[src/rtl/ddr3_cmd_pkg.sv]
// ddr3_cmd_pkg
// Shared types for the DDR3 command queue: the issue-sequencer state
// encoding and the packed request layout {we, addr, wdata} at the default
// widths. The queue stores requests in exactly this bit order.
package ddr3_cmd_pkg;

    localparam int ADDR_W_DEF = 27;
    localparam int DATA_W_DEF = 64;

    typedef enum logic [1:0] {
        IDLE      = 2'd0,
        ISSUE     = 2'd1,
        WAIT_DONE = 2'd2
    } state_t;

    typedef struct packed {
        logic                  we;
        logic [ADDR_W_DEF-1:0] addr;
        logic [DATA_W_DEF-1:0] wdata;
    } cmd_t;

endpackage

[src/rtl/ddr3_sync_fifo.sv]
// ddr3_sync_fifo
// Single-clock in-order FIFO with registered occupancy.
// Ports:
//   clk, rst_n        clock, asynchronous active-low reset
//   push, push_data   write an entry at the tail (ignored when full)
//   pop               advance the head (ignored when empty)
//   head              entry at the head, valid while !empty
//   count, full, empty occupancy and its derived flags
// A push into an empty FIFO is not visible at head until the next cycle,
// because empty is derived from the registered count.
module ddr3_sync_fifo #(
    parameter int DEPTH = 8,
    parameter int WIDTH = 92
) (
    input  logic                     clk,
    input  logic                     rst_n,
    input  logic                     push,
    input  logic [WIDTH-1:0]         push_data,
    input  logic                     pop,
    output logic [WIDTH-1:0]         head,
    output logic [$clog2(DEPTH):0]   count,
    output logic                     full,
    output logic                     empty
);

    localparam int PTR_W = $clog2(DEPTH);
    localparam int CNT_W = PTR_W + 1;

    logic [WIDTH-1:0] mem [DEPTH];
    logic [PTR_W-1:0] wr_ptr;
    logic [PTR_W-1:0] rd_ptr;
    logic             do_push;
    logic             do_pop;

    // Guarding here keeps count within 0..DEPTH whatever the caller does.
    assign do_push = push && !full;
    assign do_pop  = pop && !empty;

    // Storage carries data only and needs no reset.
    always_ff @(posedge clk) begin
        if (do_push) begin
            mem[wr_ptr] <= push_data;
        end
    end

    // DEPTH is a power of two, so pointer increments wrap naturally.
    always_ff @(posedge clk or negedge rst_n) begin
        if (!rst_n) begin
            wr_ptr <= '0;
            rd_ptr <= '0;
            count  <= '0;
        end else begin
            if (do_push) wr_ptr <= wr_ptr + 1'b1;
            if (do_pop)  rd_ptr <= rd_ptr + 1'b1;
            case ({do_push, do_pop})
                2'b10:   count <= count + 1'b1;
                2'b01:   count <= count - 1'b1;
                default: count <= count;
            endcase
        end
    end

    assign head  = mem[rd_ptr];
    assign full  = (count == CNT_W'(DEPTH));
    assign empty = (count == '0);

endmodule

[src/rtl/ddr3_cmd_queue.sv]
// ddr3_cmd_queue
// Request buffer and issue sequencer between the CPU model and the DDR3
// controller. CPU requests are queued in order, issued one at a time, and
// each must complete before the next is issued. Reads return data as a
// one-cycle response pulse.
// Ports:
//   i_cpu_ck, i_cpu_rst_n          clock, asynchronous active-low reset
//   i_req_* / o_req_ready          CPU request handshake
//   o_cmd_* / i_cmd_ack            command to the controller, held until ack
//   i_cmd_done, i_cmd_rdata        completion pulse and read data
//   o_rsp_valid, o_rsp_rdata       read response pulse
//   o_q_count, o_q_full, o_q_empty queue occupancy
// Optional feature, macro CMD_TIMEOUT_EN: adds parameter TIMEOUT and the
// sticky output o_timeout_err; a command whose done never arrives is
// abandoned after TIMEOUT cycles in WAIT_DONE without a response.
module ddr3_cmd_queue
    import ddr3_cmd_pkg::*;
#(
    parameter int ADDR_W  = ADDR_W_DEF,
    parameter int DATA_W  = DATA_W_DEF,
    parameter int DEPTH   = 8
`ifdef CMD_TIMEOUT_EN
    ,
    parameter int TIMEOUT = 1023
`endif
) (
    input  logic                   i_cpu_ck,
    input  logic                   i_cpu_rst_n,
    input  logic                   i_req_valid,
    output logic                   o_req_ready,
    input  logic                   i_req_we,
    input  logic [ADDR_W-1:0]      i_req_addr,
    input  logic [DATA_W-1:0]      i_req_wdata,
    output logic                   o_cmd_valid,
    input  logic                   i_cmd_ack,
    output logic                   o_cmd_we,
    output logic [ADDR_W-1:0]      o_cmd_addr,
    output logic [DATA_W-1:0]      o_cmd_wdata,
    input  logic                   i_cmd_done,
    input  logic [DATA_W-1:0]      i_cmd_rdata,
    output logic                   o_rsp_valid,
    output logic [DATA_W-1:0]      o_rsp_rdata,
`ifdef CMD_TIMEOUT_EN
    output logic                   o_timeout_err,
`endif
    output logic [$clog2(DEPTH):0] o_q_count,
    output logic                   o_q_full,
    output logic                   o_q_empty
);

    localparam int ENTRY_W = 1 + ADDR_W + DATA_W;

    state_t               state;
    logic [ENTRY_W-1:0]   entry_in;
    logic [ENTRY_W-1:0]   head;
    logic                 push;
    logic                 pop;

`ifdef CMD_TIMEOUT_EN
    localparam int TW = $clog2(TIMEOUT + 1);
    logic [TW-1:0]        wd_cnt;
`endif

    assign entry_in    = {i_req_we, i_req_addr, i_req_wdata};
    assign o_req_ready = !o_q_full;
    assign push        = i_req_valid && o_req_ready;
    // Popping only from IDLE gives exactly one command in flight.
    assign pop         = (state == IDLE) && !o_q_empty;

    ddr3_sync_fifo #(
        .DEPTH (DEPTH),
        .WIDTH (ENTRY_W)
    ) u_fifo (
        .clk       (i_cpu_ck),
        .rst_n     (i_cpu_rst_n),
        .push      (push),
        .push_data (entry_in),
        .pop       (pop),
        .head      (head),
        .count     (o_q_count),
        .full      (o_q_full),
        .empty     (o_q_empty)
    );

    always_ff @(posedge i_cpu_ck or negedge i_cpu_rst_n) begin
        if (!i_cpu_rst_n) begin
            state       <= IDLE;
            o_cmd_valid <= 1'b0;
            o_cmd_we    <= 1'b0;
            o_cmd_addr  <= '0;
            o_cmd_wdata <= '0;
            o_rsp_valid <= 1'b0;
            o_rsp_rdata <= '0;
`ifdef CMD_TIMEOUT_EN
            wd_cnt        <= '0;
            o_timeout_err <= 1'b0;
`endif
        end else begin
            o_rsp_valid <= 1'b0;
            case (state)
                IDLE: begin
                    if (!o_q_empty) begin
                        {o_cmd_we, o_cmd_addr, o_cmd_wdata} <= head;
                        state <= ISSUE;
                    end
                end
                ISSUE: begin
                    // First ISSUE cycle raises valid; an ack only counts
                    // once valid is visible to the controller.
                    if (!o_cmd_valid) begin
                        o_cmd_valid <= 1'b1;
                    end else if (i_cmd_ack) begin
                        o_cmd_valid <= 1'b0;
                        state       <= WAIT_DONE;
`ifdef CMD_TIMEOUT_EN
                        wd_cnt      <= '0;
`endif
                    end
                end
                WAIT_DONE: begin
                    if (i_cmd_done) begin
                        state <= IDLE;
                        if (!o_cmd_we) begin
                            o_rsp_valid <= 1'b1;
                            o_rsp_rdata <= i_cmd_rdata;
                        end
                    end
`ifdef CMD_TIMEOUT_EN
                    else if (wd_cnt == TW'(TIMEOUT - 1)) begin
                        o_timeout_err <= 1'b1;
                        state         <= IDLE;
                    end else begin
                        wd_cnt <= wd_cnt + 1'b1;
                    end
`endif
                end
                default: state <= IDLE;
            endcase
        end
    end

endmodule

[config.mk]
export PLATFORM = sky130hd
export DESIGN_NAME = ddr3_cmd_queue
export DESIGN_NICKNAME = d
export VERILOG_FILES = /design/src/rtl/ddr3_cmd_pkg.sv /design/src/rtl/ddr3_sync_fifo.sv /design/src/rtl/ddr3_cmd_queue.sv
export SDC_FILE = /design/constraint.sdc
export NUM_CORES = 1
export LEC_CHECK = 0
export CORE_MARGIN = 3
export CORE_UTILIZATION = 50
export CTS_CLUSTER_DIAMETER = 50
export CTS_CLUSTER_SIZE = 24
export DETAILED_ROUTE_END_ITERATION = 12
export PLACE_DENSITY = 0.72
export SYNTH_ARGS = -nofsm -noshare
export SYNTH_HDL_FRONTEND = slang
export SYNTH_HIERARCHICAL = 1
export SYNTH_SLANG_ARGS = --single-unit
[constraint.sdc]
create_clock -name i_cpu_ck -period 17.31 [get_ports i_cpu_ck]
set_input_delay 2.5965 -clock i_cpu_ck [delete_from_list [all_inputs] [get_ports i_cpu_ck]]
set_output_delay 2.5965 -clock i_cpu_ck [all_outputs]
set_load 0.02 [all_outputs]
==> impl_results.md, run 1 <==
- Top cell type's share of synthesized area: 0.641
- Worst Setup SP: u_fifo/count[0]$_DFFE_PN0P_
- CORE AREA: 0.0678 mm²
- Mapped Nets: 1,642
- TritonRoute pass-1 iters: 4
- Final layout net count: 2,007
- CTS tree: built
- Static leakage: 0.0140 µW
- Worst R2R Setup Slack: 13.56 ns
- Depth of the most critical reg-to-reg path: 11
- Post-route minimum period: 5.28 ns
- Initial core utilization: 0.509
- Clock latency on the worst-skew pair: 0.65 ns
- Final worst slack: 12.03 ns
- Syn Inst Count: 1,475
- Setup bufs post-CTS: 0
- WS Path Type: register to output pin
- Longest Clk Path Bufs: 3
- Vias in the first global route: 17,011
- Ratio of cells with drive above 1 in the final layout: 0.291
- Worst reg2reg endpoint: u_fifo/count[3]$_DFFE_PN0P_
- Power per Cell Area: 177 mW/mm²
- Worst-path clk slew: 0.08 ns
- WP data arrival: 2.68 ns
- Yosys top cell by area: edfxtp_1
- Post-synth top cells: edfxtp_1 (736), mux4_2 (184), dfrtp_1 (170), mux2_2 (131), mux2_1 (70)
- 1st-iter DRT viols: 1,140
- PostCTS Resize Cnt: 0
- FF+latch area: 0.0264 mm²
- Total global-route track usage: 0.194
- Mapped cell area: 0.0345 mm²
- Largest net degree at the start of global routing: 118
- Layout Utilization: 0.614
- Crit-path slowest cell: or4b_1
- Wirelength per Cell: 24.8 µm
- Area of the multi-input gates: 0.00763 mm²
- Worst EP required: 14.71 ns
- Crit end category: output pin
- Crit path cell chain: or4b_1, inv_1, clkdlybuf4s50_1
- Peak VDD IR: 0.122 mV
- Die Wd: 269 µm
- Seq cells post-synth: 906
- Delay of the slowest critical-path stage: 0.67 ns
- Syn avg cell area: 23.4 µm²
- Status: finished, final reports clean
- CP startpoint kind: register
- Ys async rst share: 0.188
- DRC viols: 0
- MaxCap Viol Count: 0
- # H-tree levels: 3
- # fillers: 4,628
- Ranking of synthesized cells by area: edfxtp_1 (64%), dfrtp_1 (12%), mux4_2 (12%), mux2_2 (4.3%), mux2_1 (2.3%)
- Top-count cell post-synth: edfxtp_1
- Slew HR: 0.205
- Setup violators final: 0
- Sequential area share after synthesis: 0.765
- First-pass GRT wire length: 105,000 µm
- DRT antenna net count: 0
- CTS buffer count: 82
- Top-level I/O count: 326
- Least-Margin Pin Slew: 1.19 ns
- Root buf cell: clkbuf_16
- Fin crit share: 0.305
- Clk sink count: 906
- Most used flip-flop cell after synthesis: edfxtp_1
- Die Ht: 269 µm
- DP HPWL: 40,100 µm
- Hold Buf Count CTS: 0
- Worst-path fanout max: 8
- Vias per cell: 5.65
- Post-synth EDFFs: 736
- Max frequency: 190 MHz
- Final Max Tran Viols: 0
- Post-synth cell types: 39
- Port bufs: 325
- Pre-CTS setup slack: 11.55 ns
- Clk_skew: 0.0378 ns
- Unrepaired setup endpoints after global routing: false
- Initial antenna violation count: 9
- DIE AREA: 0.0721 mm²
- Setup total negative slack: 0 ns
- Final Routed Wirelength: 69,100 µm
- Area Overhead vs Synth: 20.7%
- Gpl congestion: 0.762
- Crit path to: o_q_full
- Fin. Hold Viols: 0
- FP Rows: 95
- Vias after detailed routing: 15,740
- R2r startpoint: u_fifo/count[0]$_DFFE_PN0P_
- Worst Hold Class: register to register
- Synth Warn #: 6
- Overflow after GRT: 0
registers in the layout (all words and copies together) (netlist names):
register / cells
u_fifo/rd_ptr: 3
o_rsp_valid: 1
o_rsp_rdata: 64
state: 2
u_fifo/mem: 736
u_fifo/count: 4
u_fifo/wr_ptr: 3
o_cmd_addr: 27
o_cmd_wdata: 64
o_cmd_valid: 1
o_cmd_we: 1
through the flow:
step           total power (µW)  hold WS, ns  cells  area (µm²)
2_1_floorplan              4680        0.485   1475       34500
5_1_grt                    7730        0.500   2784       41600
6_report                   7370        0.485   2787       41600
3_3_place_gp               5470        0.467   2629       38600
3_5_place_dp               5540        0.474   2629       38600
4_1_cts                    7480        0.491   2783       41600
how the worst min path moves through the flow:
stage	start	to	slack, ns	cells after the start
after floorplan	u_fifo/wr_ptr[0]$_DFFE_PN0P_	u_fifo/wr_ptr[0]$_DFFE_PN0P_	0.48	1
after global placement	o_cmd_wdata[35]$_DFFE_PN0P_	o_cmd_wdata[35]$_DFFE_PN0P_	0.47	1
after detailed placement	o_cmd_wdata[56]$_DFFE_PN0P_	o_cmd_wdata[56]$_DFFE_PN0P_	0.47	1
after CTS	o_cmd_wdata[3]$_DFFE_PN0P_	o_cmd_wdata[3]$_DFFE_PN0P_	0.49	1
after global routing	o_cmd_wdata[18]$_DFFE_PN0P_	o_cmd_wdata[18]$_DFFE_PN0P_	0.50	1
final	o_cmd_wdata[18]$_DFFE_PN0P_	o_cmd_wdata[18]$_DFFE_PN0P_	0.48	1
critical path, delay by kind of cell (launching register included):
| kind | cells | cell delay [ns] |
|---|---|---|
| AND/OR/NAND/NOR | 1 | 0.67 |
| flip-flops | 1 | 0.48 |
| buffers and inverters | 2 | 0.89 |
routing by layer:
layer  global-route usage  share of wire  wire (µm)
met5                    0        0.00074         51
met4               0.0517          0.016       1130
met3               0.0424          0.063       4360
met2                0.331           0.51      35400
met1                0.256           0.41      28200
where the power goes:
part           switching [µW]  internal [µW]
Sequential                232           2840
Combinational            1140           1230
Clock                     959            972
logic make-up (layout without fill, tap and decap cells):
kind of cell | Yosys count | after routing | share of synthesized area
other cells | 0 | 4 | 0
mux | 435 | 435 | 0.208
simple gates | 36 | 36 | 0.00606
flops | 906 | 906 | 0.765
compound gates | 9 | 9 | 0.00192
fa+ha+maj | 6 | 6 | 0.00240
buf+inv | 77 | 512 | 0.0155
xor+xnor | 6 | 6 | 0.00153
placed cells by master (no fill, tap or decap), drive strengths merged, types with 6 or more instances in the layout:
| cell type | instances |
|---|---|
| edfxtp | 736 |
| clkdlybuf4s50 | 324 |
| mux2 | 250 |
| mux4 | 184 |
| dfrtp | 170 |
| clkbuf | 85 |
| inv | 48 |
| clkinv | 29 |
| buf | 26 |
| nand2 | 7 |
| nor2 | 6 |
final cells by class:
| cell class | count | area share |
|---|---|---|
| sequential | 906 | 0.634 |
| inverter | 7 | 0.000632 |
| clock buffer | 84 | 0.0495 |
| multi-input combinational | 492 | 0.183 |
| timing repair buffer | 351 | 0.0833 |
| tap | 873 | 0.0263 |
| antenna | 4 | 0.000241 |
| clock inverter | 70 | 0.0228 |
(Power assumes the default switching activity.)
==> run 2: changes to the inputs <==
==> constraint.sdc (replaced) <==
create_clock -name i_cpu_ck -period 5.31 [get_ports i_cpu_ck]
set_input_delay 0.7965 -clock i_cpu_ck [delete_from_list [all_inputs] [get_ports i_cpu_ck]]
set_output_delay 0.7965 -clock i_cpu_ck [all_outputs]
set_load 0.02 [all_outputs]
==> impl_results.md, run 2 (synthesis results as in run 1) <==
- Status: finished, final reports clean
- Post-route minimum period: 3.38 ns
- DRT antenna net count: 0
- # fillers: 4,551
- Worst Hold Class: input port to asynchronous set/reset pin
- Instance area at placement: 0.0387 mm²
- Most frequent cells in the layout: edfxtp_1 (736), clkdlybuf4s50_1 (324), mux4_2 (184)
- Switching share of power: 0.311
- Delay of the slowest critical-path stage: 0.64 ns
- Largest net degree at the start of global routing: 105
- Die Ht: 269 µm
- DIE AREA: 0.0721 mm²
- MaxCap Viol Count: 0
- Peak VDD IR: 0.335 mV
- Top flop regs: u_fifo/mem x736, o_cmd_wdata x64, o_rsp_rdata x64
- Die Wd: 269 µm
- Port bufs: 325
- Worst-path fanout max: 8
- Root buf cell: clkbuf_16
- Overflow after GRT: 0
- Pwr Total: 24,200 µW
- Crit-path slowest cell: or4b_1
- Largest Register: u_fifo/mem
- Clock power frac: 0.266
- Initial antenna violation count: 12
- Ratio of cells with drive above 1 in the final layout: 0.295
- CORE AREA: 0.0678 mm²
- Power per Cell Area: 580 mW/mm²
- Unrepaired setup endpoints after global routing: false
- WHS: 0.223 ns
- Clk_skew: 0.0332 ns
- TritonRoute pass-1 iters: 5
- Static leakage: 0.0141 µW
- Crit end category: output pin
- Commonest non-fill, non-tap cell in the layout: edfxtp_1
- Vias in the first global route: 17,211
- Least-Margin Pin Slew: 1.00 ns
- DRC viols: 0
- Setup bufs post-CTS: 0
- Vias after detailed routing: 15,951
- Slew HR: 0.333
- PostCTS Resize Cnt: 0
- Crit-path most repeated cell: inv_1
- Internal: 16,700 µW
- Setup violators final: 0
- CTS tree: built
- Final layout net count: 2,018
- 1st-iter DRT viols: 1,056
- Worst EP required: 4.51 ns
- Worst-path clk slew: 0.07 ns
- Setup total negative slack: 0 ns
- Vias per cell: 5.69
- Layout Utilization: 0.617
- Sequential power share: 0.418
- Initial core utilization: 0.509
- CP startpoint kind: register
- CTS buffer count: 87
- Top-level I/O count: 326
- Fin crit share: 0.636
- Clk sink count: 906
- Comb pwr share: 0.316
- Clock latency on the worst-skew pair: 0.66 ns
- Fin. Hold Viols: 0
- DP HPWL: 40,000 µm
- Final Routed Wirelength: 70,900 µm
- First-pass GRT wire length: 107,000 µm
- WS Path Type: register to output pin
- Final Max Tran Viols: 0
- Post-route cell area: 0.0418 mm²
- Hold Buf Count CTS: 0
- Longest Clk Path Bufs: 3
- Max frequency: 296 MHz
- WP data arrival: 2.58 ns
- FP Rows: 95
- Total global-route track usage: 0.200
- # H-tree levels: 3
- Wirelength per Cell: 25.3 µm
- Gpl congestion: 0.759
- Crit path cell chain: or4b_1, inv_1, inv_1, clkdlybuf4s50_1
- Area Overhead vs Synth: 21.3%
- Max reg flops: 736
- Sw power: 7530 µW
run 2: layout make-up:
class,count,area [µm²],share of cell area
diodes,3,7.51,0.000180
clock buffers,95,2240,0.0536
clock inverters,69,847,0.0203
inverters,7,26.3,0.000629
multi-input cells,492,7640,0.183
flip-flops and latches,906,26400,0.631
well taps,873,1090,0.0261
repair buffers,357,3560,0.0852
run 2: power groups by stage:
stage                     clock network [µW]  logic (µW)  registers [µW]
after CTS                               6610        7800           10200
after floorplan                            0        4530           10700
after detailed placement                   0        7760           10300
after global routing                    6910        8190           10300
final                                   6440        7640           10100
after global placement                     0        7670           10200
run 2: worst max-delay path, delay by kind of cell (launching register included):
kind,cells,cell delay [ns]
buffers and inverters,3,0.84
DFF,1,0.47
and+or+nand+nor,1,0.64
run 2: metal layers:
metal	routed length, µm	global-route usage	vias up
li1	-	-	6861
met1	29400	0.268	8509
met2	35400	0.335	463
met3	4890	0.0509	102
met4	1110	0.0435	16
met5	97	0	-
run 2: final timing paths:
path	startpoint	to	slack (ns)	cells after the start
min in group i_cpu_ck	o_cmd_wdata[2]$_DFFE_PN0P_	o_cmd_wdata[2]$_DFFE_PN0P_	0.48	1
worst min register to register	o_cmd_wdata[2]$_DFFE_PN0P_	o_cmd_wdata[2]$_DFFE_PN0P_	0.48	1
worst min-delay path	i_cpu_rst_n	o_cmd_wdata[13]$_DFFE_PN0P_	0.22	1
max in group asynchronous	i_cpu_rst_n	o_cmd_addr[23]$_DFFE_PN0P_	4.04	2
worst max-delay path	u_fifo/count[0]$_DFFE_PN0P_	o_req_ready	1.93	4
worst max register to register	u_fifo/count[0]$_DFFE_PN0P_	u_fifo/count[3]$_DFFE_PN0P_	1.98	9
run 2: through the flow:
stage	instances	setup WS, ns
4_1_cts	2799	1.84
2_1_floorplan	1475	-0.415
6_report	2802	1.93
3_5_place_dp	2635	1.74
3_3_place_gp	2635	1.79
5_1_grt	2799	1.78
